[src/rtl/serial_adder.sv]
// Bit-serial adder: sum/cout = a + b + cin, one bit per clock, LSB first.
// One full-adder cell and a carry flop; start/done handshake with a busy flag.
// Optional signed-overflow output enabled by defining SERIAL_ADDER_OVF_EN.
module serial_adder #(
  parameter int WIDTH = 8,
  parameter int CNT_W = $clog2(WIDTH+1)
) (
  input  logic             clk,
  input  logic             rst,
  input  logic             start,
  input  logic [WIDTH-1:0] a,
  input  logic [WIDTH-1:0] b,
  input  logic             cin,
  output logic             busy,
  output logic             done,
  output logic [WIDTH-1:0] sum,
  output logic             cout
`ifdef SERIAL_ADDER_OVF_EN
  , output logic           ovf
`endif
);

  typedef enum logic [1:0] {IDLE, RUN, DONE} state_t;

  state_t           state;
  logic [WIDTH-1:0] sh_a, sh_b, acc;
  logic             carry;
  logic [CNT_W-1:0] cnt;

  logic             bit_s, c_nxt;
  logic [WIDTH-1:0] acc_nxt;

  // Full-adder cell on the current LSBs; the new sum bit enters the accumulator MSB
  always_comb begin
    bit_s   = sh_a[0] ^ sh_b[0] ^ carry;
    c_nxt   = (sh_a[0] & sh_b[0]) | (sh_a[0] & carry) | (sh_b[0] & carry);
    acc_nxt = {bit_s, acc[WIDTH-1:1]};
  end

  // Sequencer: accept in IDLE/DONE, shift WIDTH times in RUN, publish result on the last edge
  always_ff @(posedge clk or posedge rst) begin
    if (rst) begin
      state <= IDLE;
      busy  <= 1'b0;
      done  <= 1'b0;
      sum   <= '0;
      cout  <= 1'b0;
      sh_a  <= '0;
      sh_b  <= '0;
      acc   <= '0;
      carry <= 1'b0;
      cnt   <= '0;
`ifdef SERIAL_ADDER_OVF_EN
      ovf   <= 1'b0;
`endif
    end else begin
      case (state)
        IDLE, DONE: begin
          // DONE drops back to IDLE unless a new request arrives on this edge
          done <= 1'b0;
          if (start) begin
            sh_a  <= a;
            sh_b  <= b;
            carry <= cin;
            cnt   <= '0;
            busy  <= 1'b1;
            state <= RUN;
          end else begin
            state <= IDLE;
          end
        end
        RUN: begin
          acc   <= acc_nxt;
          carry <= c_nxt;
          sh_a  <= sh_a >> 1;
          sh_b  <= sh_b >> 1;
          if (cnt == CNT_W'(WIDTH-1)) begin
            // Last bit: the carry register still holds the carry into the MSB
            sum   <= acc_nxt;
            cout  <= c_nxt;
`ifdef SERIAL_ADDER_OVF_EN
            ovf   <= carry ^ c_nxt;
`endif
            busy  <= 1'b0;
            done  <= 1'b1;
            state <= DONE;
          end else begin
            cnt <= cnt + CNT_W'(1);
          end
        end
        default: begin
          busy  <= 1'b0;
          done  <= 1'b0;
          state <= IDLE;
        end
      endcase
    end
  end

endmodule

[config.mk]
export PLATFORM = sky130hd
export DESIGN_NAME = serial_adder
export DESIGN_NICKNAME = d
export VERILOG_FILES = /design/src/rtl/serial_adder.sv
export SDC_FILE = /design/constraint.sdc
export NUM_CORES = 1
export LEC_CHECK = 0
export ABC_AREA = 1
export CAP_MARGIN = 0
export CORE_MARGIN = 2
export CORE_UTILIZATION = 56
export DETAILED_ROUTE_END_ITERATION = 8
export PLACE_DENSITY = 0.95
export SLEW_MARGIN = 25
export SYNTH_ARGS = -nofsm -noshare
export SYNTH_HDL_FRONTEND = slang
export SYNTH_SLANG_ARGS = --single-unit
[constraint.sdc]
create_clock -name clk -period 2.75 [get_ports clk]
set_input_delay 0.275 -clock clk [delete_from_list [all_inputs] [get_ports clk]]
set_output_delay 0.275 -clock clk [all_outputs]
set_load 0.01 [all_outputs]
Word-level counts from Yosys, hierarchy flattened
Index checks and enable logic that the tools add are counted.
{ "totals": {"ff_bits": 42, "out_inout_bits": 11, "elab_cells": 48, "inputBits": 20} }
{ "op_classes": {"n_bitwise": 7, "n_reduce_logical": 7, "muxes": 17, "eq_ne": 6, "add_sub_neg": 1} }
{ "ops": {"columns": ["cell", "n"], "rows": [
  ["$pmux 8 s2", 2],
  ["$mux 8", 2],
  ["$mux 4", 2],
  ["$pmux 4 s2", 1],
  ["$mux 1", 6],
  ["$ne 2x2->1 const B", 3],
  ["$reduce_and 2->1", 3],
  ["$add 4x1->4 const B", 1],
  ["$eq 4x3->1 const B", 1],
  ["$pmux 1 s2", 2],
  ["$pmux 2 s2", 1],
  ["$and 1x1->1", 3],
  ["$reduce_and 3->1", 1],
  ["$eq 2x1->1 const B", 1],
  ["$eq 2x2->1 const B", 1],
  ["$logic_not 2->1", 1],
  ["$mux 2", 1],
  ["$or 1x1->1", 2],
  ["$reduce_bool 2->1", 1],
  ["$reduce_or 2->1", 1],
  ["$xor 1x1->1", 2]
]} }

Longest topological paths before layout
Gate-level depths: netlist (run 1).
{ "depth": {"word_depth": 4, "ltp_mapped": 7, "depth_no_buf": 7} }

Worst setup path before layout (run 1)
Ideal clock, no wire load.
{ "synth_timing": {"kind": "register -> register", "startpoint": "register cnt[0]", "endpoint": "register cout", "period_less_slack_ps": 1271, "path_buffers": 1, "setup_ps": 118, "required_time_ps": 2632, "t_arrival_ps": 1154, "path_stages_with_launch": 8, "path_slack_ps": 1479, "cell_sequence": "dfrtp_1 -> ha_1 -> nand2_1 -> nor2_1 -> nand2_2 -> buf_6 -> nand2_1 -> o21ai_2"} }
{ "synth_via": {"elab_chain_len": 2} }
{ "synth_rtl": {"columns": ["item", "line", "rtl"], "rows": [
  ["from (decl)", "28", "logic [CNT_W-1:0] cnt;"],
  ["from (signal assigned)", "88", "cnt <= cnt + CNT_W'(1);"],
  ["$eq 4x3->1", "77", "if (cnt == CNT_W'(WIDTH-1)) begin"],
  ["$reduce_and 2->1 (no line)", null, null],
  ["to (signal assigned)", "80", "cout <= c_nxt;"],
  ["to (decl)", "17", "output logic cout"]
]} }
No other way between the ends.
A chain may end at the register's enable or synchronous reset.

==> impl_metrics.ini, run 1 <==
[sta]
maxSlewHeadroom = 0.671
whs_ns = 0.323
worst_slew_pin_slew_ns = 0.493
slew_viol_final = 0
setup_viol = 0
hold_viol_final = 0
min_period_over_period = 0.606
fin_crit_ns = 1.67
skew_ns = 0.00697
fin_ws_ns = 1.08
grt_setup_unrepaired = false
tns_ns = 0
fmax_mhz = 600

[setup_path]
rr_endpoint = cout
setup.worst_path.class = register to primary output
worstSetupEndpoint = done
crit-reg2reg-launch = cnt[0]
required_ns = 2.48
cpPeakStageDelay_ns = 0.58
cp_num_cells = 1
crit_chain = clkdlybuf4s50_1
end_kind = primary output
arrival_ns = 1.39
slowest_stage = clkdlybuf4s50_1
cp-startpoint = state[1]
crit_family = buffers and inverters
critPathMaxFanout = 3
cp_num_buf_inv = 1
regToRegSetupSlack_ns = 1.22
worstRegToRegCells = 6
worst_setup_path_start_kind = register

[clocking]
cts_buffer_depth = 2
tritoncts = yes
holdBufCountCts = 0
clk_latency_ns = 0.34
post_cts.repair.setup_buffers = 0
cts_buffers = 5
cts_resized = 0
cts_root_buffer = clkbuf_4
h-tree-depth = 2
clk_pin_slew_worst_paths_ns = 0.12
clock_sinks = 40

[logic_synthesis]
synthMuxAreaShare = 0
synthCells = 220
seq_area_frac_synth = 0.544
yosys.area_share.simple = 0.247
synth.net_count = 242
synth_top_cell_by_area = dfrtp_1
synth_top_family_by_area = simple AND/OR/NAND/NOR gates
ys_types = 20
synth_area_leaders = dfrtp_1, nand2_1, inv_1, o21ai_1, o21ai_2
synth_area_mm2 = 0.00184
synth_xor_xnor_area_share = 0
avgSynthCellArea_um2 = 8.36
yosysWarnings = 0
netlist.area_leader.share = 0.544
synth_adder_area_share = 0.0177
synth-seq-cells = 40
synth_compound_area_frac = 0.103

[route]
ant_nets = 0
drc = 0
drt-total-wl_mm = 3.35
via_per_inst = 4.93
wire_per_inst_um = 11.3
drtPass1Iterations = 4
detail_route.iter0.violations = 66
via_count = 1465

[placement]
io_buffers = 30
dp_hpwl_mm = 2.36
pre_cts_slack_ns = 1.24
routabilityCongestion = 0.796
dp_cells = 289

[floorplan]
rows = 20
fp.dieW_um = 61.3
coreArea_mm2 = 0.00308
io_pins = 31
dieArea_mm2 = 0.00376
fp.dieH_um = 61.3
initial_core_util = 0.598

[global_route]
grt_max_degree = 41
antenna_found_initial = 0
gr-total-overflow = 0
grt_pass1_wl_mm = 5.63
grt_pass1_vias = 1395
groute.usage.overall = 0.206

[run]
max_cap_violations = 0

[finish]
finalNonFillerCells = 297
antenna_cells_inserted = 0
nets = 274
area_delta_synth_final_pct = 21.6
drive_gt1_frac = 0.103

[power_and_ir_drop]
leakagePower_nw = 1.13
power.density_mw_per_mm2 = 1140
ir_drop_v = 0.000552

[min_path]
holdCritPathClass = primary input to asynchronous set/reset pin

[status]
status = completed
where the power goes:
part	leakage, nW	switching (W)	internal, W
logic	0.591	0.000683	0.000458
clock network	0.0422	0.000187	0.000191
registers	0.500	0.000175	0.000862
synth_stat cells:
master and n:
ha_1 1, o21ai_2 8, buf_6 2, nor2_1 17, inv_1 26, nand2_2 3, or2_2 1, o21ai_1 17
o21ai_0 7, nand2_1 76, nand3_1 9, nand2_4 1, nand4_1 2, buf_2 4, nor2_4 1, dfrtp_1 40
inv_2 2, inv_4 1, fa_1 1, buf_4 1
cell usage in the layout, fill, tap and decap left out, types with 2 or more instances in the layout:
cell | synthesis | layout
buf_4 | 1 | 2
clkbuf_4 | 0 | 5
clkdlybuf4s50_1 | 0 | 30
dfrtp_1 | 40 | 40
inv_1 | 26 | 26
inv_2 | 2 | 2
nand2_1 | 76 | 76
nand2_2 | 3 | 3
nand3_1 | 9 | 9
nand4_1 | 2 | 2
nor2_1 | 17 | 17
o21ai_0 | 7 | 7
o21ai_1 | 17 | 17
o21ai_2 | 8 | 8
cells by family (layout without fill, tap and decap cells):
logic type	count (synthesis)	after routing
compound gates	32	32
fa+ha+maj	2	2
buf+inv	36	69
flops	40	40
simple gates	110	110
metal layers:
| layer | vias to the layer above | track usage | part of all wire |
|---|---|---|---|
| li1 | 738 | - | - |
| met1 | 687 | 0.260 | 0.44 |
| met2 | 33 | 0.336 | 0.51 |
| met3 | 7 | 0.0462 | 0.033 |
| met4 | 0 | 0.106 | 0.018 |
| met5 | - | 0 | 0 |
through the flow:
stage | area (um2) | power, W | utilization
final | 2240 | 0.00256 | 0.726
after global routing | 2240 | 0.00279 | 0.726
after CTS | 2240 | 0.00257 | 0.726
after detailed placement | 2160 | 0.00219 | 0.702
after global placement | 2160 | 0.00213 | 0.702
after floorplan | 1840 | 0.00187 | -
sequential cells by signal, indices dropped and copies added (netlist names):
register and count:
state 2, sh_a 8, sh_b 8, cout 1
sum 8, cnt 4, busy 1, acc 7
carry 1
cell type report:
class / instances / area [um2]
inverter: 29 / 111
clock inverter: 2 / 35.0
fill: 213 / 842
timing repair buffer: 32 / 315
multi-input combinational: 144 / 677
tap: 44 / 55.1
clock buffer: 6 / 41.3
sequential: 40 / 1000
worst min path at each step:
stage               cells after the start      end    from
floorplan                               2  sh_a[7]   start
global placement                        2     busy    busy
detailed placement                      2   sum[5]  sum[5]
CTS                                     3   sum[5]     rst
global route                            3   sum[6]     rst
finish                                  3   sum[6]     rst
Power figures use the tool's default switching activity.
==> run 2: changes to the inputs <==
--- a/config.mk
+++ b/config.mk
@@ -8,9 +8,9 @@
 export ABC_AREA = 1
 export CAP_MARGIN = 0
 export CORE_MARGIN = 2
-export CORE_UTILIZATION = 56
+export CORE_UTILIZATION = 47
 export DETAILED_ROUTE_END_ITERATION = 8
-export PLACE_DENSITY = 0.95
+export PLACE_DENSITY = 0.86
 export SLEW_MARGIN = 25
 export SYNTH_ARGS = -nofsm -noshare
 export SYNTH_HDL_FRONTEND = slang
==> constraint.sdc (replaced) <==
create_clock -name clk -period 1.5 [get_ports clk]
set_input_delay 0.15 -clock clk [delete_from_list [all_inputs] [get_ports clk]]
set_output_delay 0.15 -clock clk [all_outputs]
set_load 0.01 [all_outputs]
==> impl_metrics.ini, run 2 (same netlist as run 1, synthesis figures left out) <==
[setup_path]
crit_family = buffers and inverters
critPathMaxFanout = 3
end_kind = primary output
crit_chain = clkdlybuf4s50_1
worstRegToRegCells = 7
slowest_stage = clkdlybuf4s50_1
setup.worst_path.class = register to primary output
worst_setup_path_start_kind = register
rr_endpoint = cout
arrival_ns = 1.25
regToRegSetupSlack_ns = 0.17
cp_num_buf_inv = 1
crit-reg2reg-launch = cnt[0]
cpPeakStageDelay_ns = 0.55
required_ns = 1.35

[route]
wire_per_inst_um = 10.4
ant_nets = 0
drc = 0
drt-total-wl_mm = 3.15
via_per_inst = 4.62
drtPass1Iterations = 4
detail_route.iter0.violations = 78
via_count = 1399

[power_and_ir_drop]
p_clk_frac = 0.152
switchingPower_w = 0.00189
ir_drop_v = 0.000802
power.share.combinational = 0.448
leakagePower_nw = 1.16
p_int_w = 0.00283
seq_power_share = 0.401
power.density_mw_per_mm2 = 2050
p_sw_frac = 0.400

[finish]
top_regs = sh_a (8), sh_b (8), sum (8)
final_design_area_no_fill_mm2 = 0.00230
area_delta_synth_final_pct = 25.0
antenna_cells_inserted = 0
drive_gt1_frac = 0.118
final_common_cell = nand2_1
final_cell_mix = nand2_1, dfrtp_1, clkdlybuf4s50_1, inv_1
nets = 276

[floorplan]
fp.dieW_um = 66.6
dieArea_mm2 = 0.00443
rows = 22
initial_core_util = 0.495
fp.dieH_um = 66.6
coreArea_mm2 = 0.00372
io_pins = 31

[global_route]
grt_max_degree = 41
grt_pass1_wl_mm = 5.51
antenna_found_initial = 0
groute.usage.overall = 0.172
grt_pass1_vias = 1263
gr-total-overflow = 0

[status]
status = completed

[sta]
fin_ws_ns = 0.101
grt_setup_unrepaired = false
tns_ns = 0
slew_viol_final = 0
maxSlewHeadroom = 0.815
min_period_over_period = 0.933
whs_ns = 0.210
fmax_mhz = 715
fin_crit_ns = 1.40
skew_ns = 0.00453
setup_viol = 0
hold_viol_final = 0
worst_slew_pin_slew_ns = 0.278

[min_path]
holdCritPathClass = primary input to asynchronous set/reset pin

[clocking]
clock_sinks = 40
cts_buffers = 5
cts_root_buffer = clkbuf_8
cts_buffer_depth = 2
h-tree-depth = 2
holdBufCountCts = 0
tritoncts = yes
clk_pin_slew_worst_paths_ns = 0.07
clk_latency_ns = 0.29
cts_resized = 0
post_cts.repair.setup_buffers = 0

[placement]
pre_cts_slack_ns = 0.119
postPlaceCellArea_mm2 = 0.00220
dp_hpwl_mm = 2.25
io_buffers = 30
routabilityCongestion = 0.871

[run]
max_cap_violations = 0
-- run 2: worst register-to-register path, stage by stage, from the launching register on --
cell,delay [ns]
dfrtp_1,0.42
ha_1,0.21
nand2_1,0.07
nor2_1,0.15
nand2_2,0.08
buf_12,0.16
nand2_1,0.09
o21ai_2,0.05
-- run 2: through the flow --
step	total power [W]	utilization	std cells
floorplan	0.00343	-	220
global placement	0.00397	0.593	295
detailed placement	0.00405	0.593	295
CTS	0.00478	0.618	303
global route	0.00520	0.619	303
finish	0.00472	0.619	303
-- run 2: area by class of cell --
cell class / count / area [um2]
Clock buffer: 6 / 82.6
Clock inverter: 2 / 10.0
Fill cell: 335 / 1420
Inverter: 29 / 111
Multi-Input combinational cell: 144 / 677
Sequential cell: 40 / 1000
Tap cell: 48 / 60.1
Timing Repair Buffer: 34 / 355
-- run 2: per-layer routing --
metal  track usage  up-vias  part of all wire
li1              -      745                 -
met4        0.0765        0             0.019
met5             0        -                 0
met2         0.256       21              0.47
met1         0.216      628              0.47
met3        0.0760        5             0.044
-- run 2: worst max path at each step --
stage | from | to | slack, ns | cells past startpoint
finish | state[1] | done | 0.10 | 1
global route | cnt[0] | cout | 0.008 | 7
CTS | state[1] | done | 0.03 | 1
detailed placement | start | sh_a[4] | 0.12 | 6
global placement | start | sh_a[3] | 0.14 | 6
floorplan | cnt[0] | cout | 0.23 | 7
-- run 2: power groups by stage --
stage               registers [W]  clock network [W]  logic (W)
floorplan                 0.00190                  0    0.00153
detailed placement        0.00191                  0    0.00214
global route              0.00197           0.000807    0.00243
finish                    0.00189           0.000717    0.00211
global placement          0.00190                  0    0.00207
CTS                       0.00189           0.000745    0.00214
